### src/rtl/rv32i_lsu_pkg.sv
// Shared types, encodings and decode helpers for the RV32I load/store unit.
package rv32i_lsu_pkg;

   localparam logic [2:0] F3_B  = 3'b000;
   localparam logic [2:0] F3_H  = 3'b001;
   localparam logic [2:0] F3_W  = 3'b010;
   localparam logic [2:0] F3_BU = 3'b100;
   localparam logic [2:0] F3_HU = 3'b101;

   localparam logic [1:0] FAULT_OK      = 2'b00;
   localparam logic [1:0] FAULT_ALIGN   = 2'b01;
   localparam logic [1:0] FAULT_TIMEOUT = 2'b10;

   typedef enum logic [1:0] {
      ST_IDLE = 2'd0,
      ST_REQ  = 2'd1,
      ST_RESP = 2'd2
   } state_t;

   typedef struct packed {
      logic [31:0] addr;
      logic [3:0]  be;
      logic [31:0] wdata;
   } mem_cmd_t;

   // Legal funct3 for the access kind and naturally aligned address.
   function automatic logic access_ok(logic is_store, logic [2:0] f3, logic [1:0] a);
      logic ok;
      case (f3)
         F3_B, F3_BU: ok = !(is_store && f3[2]);
         F3_H, F3_HU: ok = !a[0] && !(is_store && f3[2]);
         F3_W:        ok = (a == 2'b00);
         default:     ok = 1'b0;
      endcase
      return ok;
   endfunction

   function automatic logic [3:0] byte_en(logic [2:0] f3, logic [1:0] a);
      logic [3:0] be;
      case (f3[1:0])
         2'b00:   be = 4'b0001 << a;
         2'b01:   be = 4'b0011 << a;
         default: be = 4'b1111;
      endcase
      return be;
   endfunction

   // Replicate the store operand across every lane it could land in.
   function automatic logic [31:0] store_data(logic [2:0] f3, logic [31:0] w);
      logic [31:0] d;
      case (f3[1:0])
         2'b00:   d = {4{w[7:0]}};
         2'b01:   d = {2{w[15:0]}};
         default: d = w;
      endcase
      return d;
   endfunction

endpackage

### src/rtl/lsu_load_align.sv
// Lane select and sign/zero extension of a memory read word for loads.
module lsu_load_align
   import rv32i_lsu_pkg::*;
(
   input  logic [31:0] mem_rdata,
   input  logic [1:0]  addr_lo,
   input  logic [2:0]  funct3,
   output logic [31:0] load_data_c
);

   logic [31:0] lane;

   always_comb begin
      lane = mem_rdata >> {addr_lo, 3'b000};
      case (funct3)
         F3_B:    load_data_c = {{24{lane[7]}}, lane[7:0]};
         F3_H:    load_data_c = {{16{lane[15]}}, lane[15:0]};
         F3_BU:   load_data_c = {24'd0, lane[7:0]};
         F3_HU:   load_data_c = {16'd0, lane[15:0]};
         default: load_data_c = lane;
      endcase
   end

endmodule

### src/rtl/lsu_rv32i.sv
// RV32I load/store unit: single-outstanding req/ack memory port with alignment check and timeout.
module lsu_rv32i
   import rv32i_lsu_pkg::*;
#(
   parameter int unsigned TIMEOUT = 16
) (
   input  logic        clk,
   input  logic        rst,
   input  logic        start,
   input  logic        is_store,
   input  logic [2:0]  funct3,
   input  logic [31:0] addr,
   input  logic [31:0] wdata,
   output logic        busy,
   output logic        done,
   output logic [31:0] rdata,
   output logic [1:0]  fault,
   output logic        mem_req,
   output logic        mem_we,
   output logic [31:0] mem_addr,
   output logic [3:0]  mem_be,
   output logic [31:0] mem_wdata,
   input  logic        mem_ack,
   input  logic [31:0] mem_rdata
);

   localparam int unsigned CNT_W = 8;

   state_t          state_q, state_d;
   logic [CNT_W-1:0] cnt_q, cnt_d;
   mem_cmd_t        cmd_q, cmd_d;
   logic            store_q, store_d;
   logic [2:0]      f3_q, f3_d;
   logic [1:0]      alo_q, alo_d;
   logic [31:0]     rdata_d;
   logic [1:0]      fault_d;
   logic [31:0]     load_data_c;

   lsu_load_align u_align (
      .mem_rdata   (mem_rdata),
      .addr_lo     (alo_q),
      .funct3      (f3_q),
      .load_data_c (load_data_c)
   );

   always_ff @(posedge clk) begin
      if (rst) begin
         state_q <= ST_IDLE;
         cnt_q   <= '0;
         cmd_q   <= '0;
         store_q <= 1'b0;
         f3_q    <= 3'd0;
         alo_q   <= 2'd0;
         busy    <= 1'b0;
         done    <= 1'b0;
         rdata   <= 32'd0;
         fault   <= FAULT_OK;
         mem_req <= 1'b0;
         mem_we  <= 1'b0;
      end else begin
         state_q <= state_d;
         cnt_q   <= cnt_d;
         cmd_q   <= cmd_d;
         store_q <= store_d;
         f3_q    <= f3_d;
         alo_q   <= alo_d;
         busy    <= (state_d != ST_IDLE);
         done    <= (state_d == ST_RESP);
         rdata   <= rdata_d;
         fault   <= fault_d;
         mem_req <= (state_d == ST_REQ);
         mem_we  <= (state_d == ST_REQ) && store_d;
      end
   end

   assign mem_addr  = cmd_q.addr;
   assign mem_be    = cmd_q.be;
   assign mem_wdata = cmd_q.wdata;

   // Next-state, request latch and response capture.
   always_comb begin
      state_d = state_q;
      cnt_d   = cnt_q;
      cmd_d   = cmd_q;
      store_d = store_q;
      f3_d    = f3_q;
      alo_d   = alo_q;
      rdata_d = rdata;
      fault_d = fault;
      case (state_q)
         ST_IDLE: begin
            if (start) begin
               store_d     = is_store;
               f3_d        = funct3;
               alo_d       = addr[1:0];
               cmd_d.addr  = {addr[31:2], 2'b00};
               cmd_d.be    = byte_en(funct3, addr[1:0]);
               cmd_d.wdata = store_data(funct3, wdata);
               cnt_d       = '0;
               if (access_ok(is_store, funct3, addr[1:0])) begin
                  state_d = ST_REQ;
               end else begin
                  state_d = ST_RESP;
                  fault_d = FAULT_ALIGN;
               end
            end
         end
         ST_REQ: begin
            // An ack in the expiry cycle still completes normally.
            if (mem_ack) begin
               state_d = ST_RESP;
               fault_d = FAULT_OK;
               if (!store_q) rdata_d = load_data_c;
            end else if (cnt_q == CNT_W'(TIMEOUT - 1)) begin
               state_d = ST_RESP;
               fault_d = FAULT_TIMEOUT;
            end else begin
               cnt_d = cnt_q + CNT_W'(1);
            end
         end
         ST_RESP: state_d = ST_IDLE;
         default: state_d = ST_IDLE;
      endcase
   end

endmodule

### config.mk
export PLATFORM = sky130hd
export DESIGN_NAME = lsu_rv32i
export DESIGN_NICKNAME = d
export VERILOG_FILES = /design/src/rtl/rv32i_lsu_pkg.sv /design/src/rtl/lsu_load_align.sv /design/src/rtl/lsu_rv32i.sv
export SDC_FILE = /design/constraint.sdc
export NUM_CORES = 1
export LEC_CHECK = 0
export ABC_AREA = 1
export BUFFER_PORTS_ARGS = -buffer_cell sky130_fd_sc_hd__buf_2
export CAP_MARGIN = 40
export CORE_UTILIZATION = 53
export CTS_CLUSTER_DIAMETER = 100
export CTS_CLUSTER_SIZE = 25
export DETAILED_ROUTE_END_ITERATION = 8
export PLACE_DENSITY_LB_ADDON = 0.1
export SYNTH_ARGS = -nofsm -noshare
export SYNTH_HDL_FRONTEND = slang
export SYNTH_SLANG_ARGS = --single-unit
### constraint.sdc
create_clock -name clk -period 3.8 [get_ports clk]
set_input_delay 0.76 -clock clk [delete_from_list [all_inputs] [get_ports clk]]
set_output_delay 0.76 -clock clk [all_outputs]
set_load 0.01 [all_outputs]
## Word-level counts from Yosys, hierarchy flattened

Cells that the tools add are included.

| storage, ports and cells | value |
|---|---|
| register bits after elaboration | 120 |
| word-level logic and storage cells | 76 |

| cells by class | value |
|---|---|
| muxes and demuxes | 22 |
| bitwise logic cells | 1 |
| equality and inequality tests | 17 |
| add/sub/neg operators | 1 |
| shifts and indexed selects | 3 |
| reductions and logical operators | 18 |

Operator list:

| cell | count |
|---|---|
| 32-bit one-hot mux with 4 select lines | 1 |
| 32-bit one-hot mux with 2 select lines | 1 |
| 32-bit by 5-bit >> shifter with 32-bit output | 1 |
| 8-bit 2-to-1 mux | 3 |
| 2-bit 2-to-1 mux | 8 |
| 8-bit one-hot mux with 2 select lines | 1 |
| 3-bit equality test, second input constant | 4 |
| 8-bit by 1-bit adder with 8-bit output, second input constant | 1 |
| 8-bit by 4-bit equality test with 1-bit output, second input constant | 1 |
| 2-bit inequality test, second input constant | 4 |
| 2-bit one-hot mux with 2 select lines | 2 |
| 4-bit one-hot mux with 2 select lines | 1 |
| 4-bit AND reduction | 2 |
| 2-bit by 1-bit equality test with 1-bit output, second input constant | 3 |
| 3-bit by 1-bit equality test with 1-bit output, second input constant | 2 |
| 2-bit zero test | 3 |
| 3-bit zero test | 2 |
| 1-bit 2-to-1 mux | 4 |
| 2-bit nonzero test | 2 |
| 2-bit OR reduction | 2 |
| 1-bit by 2-bit left shift with 4-bit output, first input constant | 1 |
| 2-bit by 2-bit left shift with 4-bit output, first input constant | 1 |
| 3-bit by 2-bit equality test with 1-bit output, second input constant | 1 |
| 1-bit logical AND | 3 |
| 7 further kinds | 8 |

## Depth between registers and ports, before layout

Gate-level depths: netlist of the first run.

| depth | value |
|---|---|
| depth after elaboration | 11 |
| gate-level depth with buffers | 10 |
| mapped depth without buffers | 9 |

## Cells and area by module

A second synthesis of the first run with hierarchy kept.

| unflattened totals | value |
|---|---|
| cells, all modules | 764 |
| area, all modules | 5510.3 um2 |

By module, submodules not included:

| module | seq. area each (um2) | cells each | area an instance (um2) | times used |
|---|---|---|---|---|
| lsu_rv32i | 2402.3 | 606 | 4589.4 | 1 |
| lsu_load_align | 0.0 | 158 | 920.9 | 1 |

## Worst setup path after synthesis of the first run

OpenSTA, ideal clock, no wires.

| path | value |
|---|---|
| path kind | input-to-reg |
| from | in start |
| to | reg cmd_q (netlist bit mem_wdata[17]) |
| stages | 6 |
| data arrival time | 1.522 ns |
| required time | 3.726 ns |
| path slack | 2.204 ns |
| cell sequence | nand3_1 > buf_2 > nor2_1 > buf_2 > nand2_1 > a31oi_1 |

| on the way | value |
|---|---|
| cells in the longest elaborated chain, start to end | 1 |

RTL lines:

| what | RTL line | source |
|---|---|---|
| from (decl) | lsu_rv32i.sv:9 | `input logic start,` |
| 2-bit AND reduction (no line) | n/a |  |
| to (signal assigned) | lsu_rv32i.sv:63 | `cmd_q <= cmd_d;` |
| to (decl) | lsu_rv32i.sv:31 | `mem_cmd_t cmd_q, cmd_d;` |

Every way passes these cells.
A chain may end at the register's enable or synchronous reset.

## Final worst setup path of the first run

| path | value |
|---|---|
| from | reg alo_q[0] |
| to | reg rdata[19] |

| on the way | value |
|---|---|
| cells in the longest elaborated chain, start to end | 2 |

RTL lines:

| what | RTL line | source |
|---|---|---|
| from (decl) | lsu_rv32i.sv:34 | `logic [1:0] alo_q, alo_d;` |
| from (signal assigned) | lsu_rv32i.sv:66 | `alo_q <= alo_d;` |
| 32-bit by 5-bit >> shifter with 32-bit output | lsu_load_align.sv:14 | `lane = mem_rdata >> {addr_lo, 3'b000};` |
| 32-bit one-hot mux with 4 select lines | lsu_load_align.sv:15 | `case (funct3)` |
| to (signal assigned) | lsu_rv32i.sv:69 | `rdata <= rdata_d;` |
| to (decl) | lsu_rv32i.sv:16 | `output logic [31:0] rdata,` |

Every way passes these cells.

==> metrics.txt, run 1 <==
outcome finished, final reports clean; non-filler instance count after layout around 1100; post-layout power between 3000 and 4000 uW; Post-synth top cells nor2_1, nand2_1, dfxtp_1, o21ai_0, a21oi_1; Fin. Hold Viols 0; starting DRC count in detailed routing 266; clock sink total 120; Final TNS setup 0 ns; Sw Pwr 1010 uW; critical path type register to register; Achievable Freq approximately 450 MHz; maximum vdd drop roughly 370 uV; Initial Utilization a little under three fifths; FF-to-FF Start alo_q[0]; Top FF cell, synth dfxtp_1; syn_area_per_cell 6.96 sq um; GPL Wtd Cong 0.862; Slowest-stage cell, CP dfxtp_1; setup bufs post-CTS 0; initial antenna violation count 0; R2R cell count 7; ys async rst share 0%; die area 10600 sq um; Vias 5836; Sequential Power Share 40.9%; flop-to-flop setup slack 1.56 ns; number of global-route vias before repair around 5200; FF+latch count, synth 120; Hold EP cnt_q[5]; first-pass GRT wire length 24300 um; WL final 15600 um; pwr dens roughly 510 nW/um^2; Sw Share 28.7%; final net count 1063; worst path required time 4.22 ns; CTS buffer count 17; worst hold start cnt_q[5]; sequential area share after synthesis 44.4%; Crit path largest cell delay approximately 0.9 ns; Synth top area share 44.4%; count leader, synth nor2_1; mapped cell area 5410 sq um; Max-cap violations 0; crit-path max FO 30; Cell Chain, Critical Path inv_2, nand2_1, o21ai_2, nand2_2, nand3_1, nand2_1, inv_1; Gate power share between 15 and 20%; Die X slightly above 100 um; largest net degree at the start of global routing 50; drt pass-1 iters 7; TritonCTS clock tree built; Die Span Y 103 um; CP arrival 2.66 ns; CTS Hold Bufs 0; drt drc 0; max-slew violation count 0; clk slew on worst S/H paths 0.05 ns; CTS Root Cell clkbuf_8; share of cells above drive strength 1 27.3%; period utilization approximately three fifths; worst reg2reg endpoint rdata[19]; WHS Path Cells 2; clock latency on the worst-skew pair 0.52 ns; Post-synth EDFFs 0; clk buf depth 2; skew final roughly 0.0065 ns; crit path time final 2.24 ns; # fillers 879; Placed Instances between 1000 and 1500; Clock power frac a little over two fifths; Port Buf Inserts 207; gr ovfl total 0; DP Wirelength 11000 um; GR Util All Layers 29.7%; leakage dissipation 0.00350 uW; Hold WC Path Type register to register; I/O pin count 210; Avg WL per Cell 14.1 um; CTS resizes 0; core area between 9000 and 10000 sq um; Pint 2500 uW; ANT nets after route 0; worst slew pin tran 0.870 ns; H-Tree Depth 4; RSZ-0062 raised after global routing no; CP dominant cell by count nand2_1; area added between synthesis and finish 27.8%; Netlist cell types 33; Crit path max-delay family flip-flops; leading area contributor after synthesis dfxtp_1; CP Launch Type register; element type at the critical path end register; via density per instance 5.28; Synth area leaders dfxtp_1, nor2_1, nand2_1; row count 36; Post-Synthesis Cells 778; endpoints failing setup 0; CP bufs+invs 2; Syn. warnings 0; worst relative slew slack 41.9%
-- worst max-delay path by stage --
stage / start / to / slack [ns] / cells after the start
global route: alo_q[0] / rdata[15] / 1.32 / 7
floorplan: start / mem_wdata[17] / 2.20 / 6
CTS: alo_q[0] / rdata[14] / 1.62 / 7
global placement: start / mem_wdata[29] / 1.52 / 6
finish: alo_q[0] / rdata[19] / 1.56 / 7
detailed placement: start / mem_wdata[19] / 1.48 / 6
-- final cells by class --
class	count	area [sq um]	area share, %
diodes	1	2.50	0.0362
well taps	133	166	2.40
inverters	59	221	3.20
flip-flops and latches	120	2400	34.7
repair buffers	212	1070	15.5
clock inverters	9	73.8	1.07
clock buffers	23	467	6.74
multi-input cells	548	2510	36.3
-- worst reg2reg max path: cells and delay by family (launching register included) --
kind	cells	cell delay (ns)
buffers and inverters	2	0.47
AOI/OAI and AO/OA	1	0.08
DFF	1	0.88
and+or+nand+nor	4	0.70
-- per-layer routing --
layer  part of all wire [%]  vias to the layer above  global-route usage, %
li1                       -                     2886                      -
met1                     40                     2643                   34.7
met2                     49                      275                   51.6
met3                    8.6                       32                   9.08
met4                    1.9                        0                   10.1
met5                      0                        -                      0
-- layout by cell type (no fill, tap or decap), types with 2 or more instances in the layout --
master     count
nand2_2        2
or2_2          6
o21ai_0       76
inv_1         51
nand3_2        3
a21oi_1       57
buf_4          5
a31oi_1       20
nand3_4        2
dfxtp_1      120
buf_2        207
nand2_1      132
conb_1         2
nand3_1       45
clkbuf_8       4
clkinv_2       7
clkbuf_16     16
inv_2          7
o21ai_1       19
nor2_1       160
clkbuf_1       3
o211ai_1       9
nor3_1         5
-- power groups by stage --
| stage | Clock [uW] | Combinational [uW] | Sequential [uW] |
|---|---|---|---|
| detailed placement | 0 | 603 | 1460 |
| floorplan | 0 | 359 | 1490 |
| global route | 1520 | 684 | 1450 |
| CTS | 1470 | 608 | 1430 |
| finish | 1460 | 610 | 1430 |
| global placement | 0 | 592 | 1450 |
-- state kept, by name, indices dropped and copies added, names as in the netlist --
register	count
mem_req	1
fault	2
alo_q	2
mem_addr	30
rdata	32
mem_be	4
busy	1
store_q	1
cnt_q	8
mem_we	1
f3_q	3
mem_wdata	32
done	1
state_q	2
-- through the flow --
stage                     area, sq um  setup WS [ns]  hold WS (ns)  utilization, %
after floorplan                  5420           2.20         0.441               -
after global placement           6380           1.52         0.449            65.0
after detailed placement         6380           1.48         0.464            65.0
after CTS                        6920           1.62         0.472            70.5
after global routing             6920           1.32         0.490            70.5
final                            6920           1.56         0.469            70.5
-- cells by family after synthesis --
group | share of synthesized area (%)
other | 0.0693
and+or+nand+nor | 27.3
DFF | 44.4
AOI/OAI and AO/OA | 18.5
adders and majority gates | 0.231
xor gates and xnor gates | 0.162
buffers and inverters | 9.34
No activity file was read; power rests on OpenSTA's default activity.
==> inputs of run 2 (changes only) <==
CORE_UTILIZATION = 49   (was 53)
clock period = 2.3 ns   (was 3.8 ns; I/O delays follow)
==> run 2 against run 1 <==
Critical endpoint is now rdata[14]. Setup slack got worse by 1.1 ns. Critical path depth increased by 1. Register-to-register slack got worse by 1.1 ns.
==> metrics.txt, run 2 (synthesized netlist as in run 1, its figures left out) <==
outcome finished, final reports clean; Max-cap violations 0 (unchanged); gr ovfl total 0 (unchanged); clk slew on worst S/H paths 0.06 ns (about the same); DP Wirelength 10900 um (-1.1%); setup bufs post-CTS 0 (unchanged); WHS Path Cells 3 (+1); worst path required time 2.72 ns (-1.50 ns); GPL Wtd Cong 0.905 (+5.0%); maximum vdd drop 576 uV (+57%); worst slew pin tran 0.657 ns (-0.213 ns); Final TNS setup 0 ns (unchanged); crit path time final 1.88 ns (-0.361 ns); clk buf depth 2 (unchanged); ANT nets after route 0 (unchanged); Vias 5768 (-1.2%); WL final 15300 um (-1.9%); initial antenna violation count 1 (+1); Sequential Power Share 40.9% (about the same); starting DRC count in detailed routing 390 (+47%); RSZ-0062 raised after global routing no; Fin. Hold Viols 0 (unchanged); Sw Pwr 1650 uW (+64%); Initial Utilization 50.2% (-5.0 points); ant diodes 0 (-1); Gate power share 18.2% (+0.8 points); TritonCTS clock tree built; max-slew violation count 0 (unchanged); fin area 6980 sq um (+0.87%); # fillers 987 (+12%); Die Span Y 107 um (+3.9%); CP arrival 2.30 ns (-0.36 ns); dpl ws 0.447 ns (-1.03 ns); Util after Layout 64.7% (-5.8 points); leakage dissipation 0.00353 uW (+0.57%); drt drc 0 (unchanged); CTS Root Cell clkbuf_8; number of global-route vias before repair 5253 (+0.34%); drt pass-1 iters 7 (unchanged); GRT busiest layer met2; Achievable Freq 531 MHz (+19%); die area 11500 sq um (+8.0%); critical path type register to register; row count 38 (+5.6%); via density per instance 5.17 (-2.1%); final net count 1068 (+0.47%); H-Tree Depth 4 (unchanged); Sw Share 28.8% (+0.092 points); Port Buf Inserts 207 (unchanged); final setup margin 0.417 ns (-1.14 ns); CTS resizes 0 (unchanged); I/O pin count 210 (unchanged); clock latency on the worst-skew pair 0.52 ns (about the same); GR Util met1 31.3% (-3.4 points); post-layout power 5740 uW (+64%); largest net degree at the start of global routing 50 (unchanged); period utilization 81.9% (+23 points); endpoints failing setup 0 (unchanged); Die X 107 um (+3.9%); Pint 4090 uW (+63%); Avg WL per Cell 13.7 um (-2.8%); area added between synthesis and finish 29.0%; clock sink total 120 (unchanged); first-pass GRT wire length 24300 um (about the same); element type at the critical path end register; met3 Usage GRT 8.88% (-0.21 points); share of cells above drive strength 1 27.6% (+0.30 points); worst relative slew slack 56.1% (+14 points); CTS Hold Bufs 0 (unchanged); CTS buffer count 17 (unchanged); R2R cell count 8 (+1); met2 GRT Util 44.9% (-6.7 points); skew final 0.00669 ns (+0.000213 ns); core area 10800 sq um (+9.9%); post-placement cell area 6460 sq um (+1.3%); CP Launch Type register; GR Util All Layers 27.0% (-2.6 points); commonest non-fill, non-tap cell in the layout buf_2; Clock power frac 40.9% (-0.8 points); pwr dens 822 nW/um^2 (+62%); crit-path max FO 40 (+33%); Hold WC Path Type input port to register; most frequent cells in the layout buf_2, nor2_1, nand2_1
[run 2: cell types whose count changed in the layout (fill, tap and decap cells not counted)]
cell and delta:
buf_4 +2, buf_12 +3, clkinvlp_4 +2, diode_2 -1
clkinv_4 -1, clkbuf_8 -2
[run 2: worst max-delay path: stages, from the launching register on]
cell     delay [ns]
dfxtp_1        0.30
inv_2          0.06
nand2_1        0.12
inv_2          0.13
nand3_4        0.23
inv_2          0.58
nand3_1        0.20
nand2_1        0.11
inv_1          0.04
[run 2: final timing paths]
path                                  from           end  slack, ns
worst min register to register    fault[0]      fault[0]       0.46
worst max-delay path            state_q[1]     rdata[14]       0.42
worst max register to register  state_q[1]     rdata[14]       0.42
worst min-delay path              addr[17]  mem_addr[17]       0.19
[run 2: area by class of cell]
class                           instances  area, sq um  area share, %
Multi-Input combinational cell        548         2510           36.0
Timing Repair Buffer                  217         1150           16.5
Clock inverter                         10         80.1           1.15
Inverter                               59          221           3.17
Tap cell                              140          175           2.51
Sequential cell                       120         2400           34.4
Clock buffer                           21          439           6.29
[run 2: layer usage]
| metal | vias to the layer above | wire length (um) | part of all wire [%] |
|---|---|---|---|
| met5 | - | 10 | 0.065 |
| met4 | 2 | 368 | 2.4 |
| met3 | 35 | 1300 | 8.5 |
| met2 | 233 | 7260 | 48 |
| met1 | 2604 | 6340 | 41 |
| li1 | 2894 | - | - |
[run 2: per-stage QoR]
| stage | std cells | hold slack, ns |
|---|---|---|
| 6_report | 1115 | 0.188 |
| 5_1_grt | 1115 | 0.181 |
| 4_1_cts | 1115 | 0.168 |
| 3_5_place_dp | 1084 | 0.451 |
| 3_3_place_gp | 1084 | 0.445 |
| 2_1_floorplan | 779 | 0.441 |
[run 2: power by group through the flow]
stage                     Clock, uW  Sequential (uW)  Combinational (uW)
after floorplan                   0             2450                 594
after global placement            0             2380                1020
after detailed placement          0             2390                1040
after CTS                      2390             2350                1040
after global routing           2490             2370                1160
final                          2350             2350                1040
==> inputs of run 3 (changes only) <==
clock period = 1.78 ns   (was 2.3 ns; I/O delays follow)
==> run 3 against run 2 <==
Final area increased by 1.3%. Die area unchanged. Via count increased by 0.38%. Sequential share of layout area decreased by 0.44 points. Final cell count increased by 0.72%. Critical path type unchanged. Largest cell class unchanged. Fmax increased by 20%.
==> metrics.txt, run 3 (synthesized netlist as in run 1, its figures left out) <==
Pint 5390 uW (+32%); outcome finished, final reports clean; largest net degree at the start of global routing 54 (+8.0%); CP bufs+invs 2 (-2); TritonCTS clock tree built; Sequential cell area 2400 sq um (unchanged); max-slew violation count 0 (unchanged); CP dominant cell by count nand2_1; met3 Usage GRT 9.85% (+0.97 points); clock latency on the worst-skew pair 0.52 ns (about the same); critical path type register to register; Sw Pwr 2200 uW (+33%); number of global-route vias before repair 5453 (+3.8%); CTS buffer count 17 (unchanged); GRT busiest layer met2; Final TNS setup 0 ns (unchanged); pwr dens 1070 nW/um^2 (+31%); most frequent cells in the layout buf_2, nor2_1, nand2_1; crit-path max FO 24 (-40%); Cell Chain, Critical Path buf_4, nand2_1, o211ai_1, nand3_4, nand3_1, nand2_1, inv_1; drt drc 0 (unchanged); GR Util All Layers 27.8% (+0.80 points); RSZ-0062 raised after global routing no; Die X 107 um (unchanged); Setup crit start alo_q[0]; Avg WL per Cell 13.9 um (+1.7%); ANT nets after route 0 (unchanged); period utilization 88.5% (+6.6 points); Port Buf Inserts 207 (unchanged); die area 11500 sq um (unchanged); clk slew on worst S/H paths 0.06 ns (about the same); final setup margin 0.204 ns (-0.212 ns); Gate power share 18.0% (-0.2 points); Multi-input gate area 2510 sq um (unchanged); worst path required time 2.24 ns (-0.48 ns); final net count 1075 (+0.66%); area added between synthesis and finish 30.6%; share of cells above drive strength 1 28.3% (+0.72 points); Crit path largest cell delay 0.44 ns (-0.14 ns); drt pass-1 iters 5 (-2); core area 10800 sq um (unchanged); endpoints failing setup 0 (unchanged); skew final 0.00891 ns (+0.00222 ns); Slowest-stage cell, CP dfxtp_1; CTS Hold Bufs 0 (unchanged); Initial Utilization 50.2% (unchanged); CTS Root Cell clkbuf_8; Vias 5790 (+0.38%); leakage dissipation 0.00356 uW (+0.97%); # fillers 999 (+1.2%); setup bufs post-CTS 0 (unchanged); CTS resizes 0 (unchanged); Hold WC Path Type input port to register; worst relative slew slack 63.6% (+7.5 points); first-pass GRT wire length 25200 um (+3.5%); clk buf depth 2 (unchanged); GR Util met1 32.4% (+1.2 points); Sequential Power Share 39.9% (-1.0 points); Placed Instances 1091 (+0.65%); worst slew pin tran 0.544 ns (-0.113 ns); Max-cap violations 0 (unchanged); Die Span Y 107 um (unchanged); initial antenna violation count 1 (unchanged); GPL Wtd Cong 0.905 (about the same); Sw Share 29.0% (+0.24 points); DP Wirelength 11300 um (+3.6%); Clock power frac 42.1% (+1.2 points); CP Launch Type register; maximum vdd drop 896 uV (+56%); post-placement cell area 6520 sq um (+0.81%); starting DRC count in detailed routing 342 (-12%); WL final 15700 um (+2.5%); row count 38 (unchanged); commonest non-fill, non-tap cell in the layout buf_2; Achievable Freq 635 MHz (+20%); dpl ws 0.218 ns (-0.229 ns); element type at the critical path end register; H-Tree Depth 4 (unchanged); Crit path max-delay family simple AND/OR/NAND/NOR gates; post-layout power 7590 uW (+32%); Fin. Hold Viols 0 (unchanged); gr ovfl total 0 (unchanged); fin area 7070 sq um (+1.3%); worst hold start addr[24]; met2 GRT Util 46.2% (+1.3 points); CP arrival 2.04 ns (-0.26 ns); non-filler instance count after layout 1123 (+0.72%); FF-to-FF Start alo_q[0]; clock sink total 120 (unchanged); crit path time final 1.58 ns (-0.308 ns); I/O pin count 210 (unchanged); via density per instance 5.16 (-0.33%)
[run 3: changes by cell type in the layout (fill, tap and decap cells not counted)]
cell / before / now
buf_4: 7 / 14
clkinv_2: 7 / 2
clkbuf_1: 3 / 1
inv_6: 0 / 2
clkbuf_8: 2 / 4
diode_2: 0 / 1
clkinvlp_4: 2 / 5
[run 3: final cells by class]
cell class / count / share of cell area [%]
antenna: 1 / 0.0354
clock buffer: 21 / 6.49
sequential: 120 / 34.0
inverter: 59 / 3.13
multi-input combinational: 548 / 35.6
timing repair buffer: 224 / 17.0
clock inverter: 10 / 1.34
tap: 140 / 2.48
[run 3: final timing paths]
kind | to | slack, ns | cells past startpoint
setup reg to reg | rdata[29] | 0.20 | 7
hold reg to reg | fault[0] | 0.47 | 2
hold / removal | mem_addr[24] | 0.08 | 3
setup / recovery | rdata[29] | 0.20 | 7
[run 3: metrics by stage]
| stage | utilization (%) | hold WS, ns |
|---|---|---|
| floorplan | - | 0.441 |
| global placement | 60.4 | 0.446 |
| detailed placement | 60.4 | 0.450 |
| CTS | 65.5 | 0.0632 |
| global route | 65.5 | 0.0702 |
| finish | 65.5 | 0.0827 |
[run 3: routing by layer]
layer,vias up,share of wire (%)
met5,-,0
met4,0,2.0
met3,28,9.1
met2,229,48
met1,2629,41
li1,2904,-
[run 3: tightest hold or removal path, cell delays in order]
cell and delay (ns):
buf_2 0.07, o21ai_0 0.07, nor2_1 0.07
[run 3: power groups by stage]
stage                     clock [uW]  sequential (uW)  combinational, uW
final                           3190             3030               1370
after global routing            3370             3060               1530
after CTS                       3230             3030               1370
after detailed placement           0             3080               1360
after global placement             0             3070               1340
after floorplan                    0             3170                767
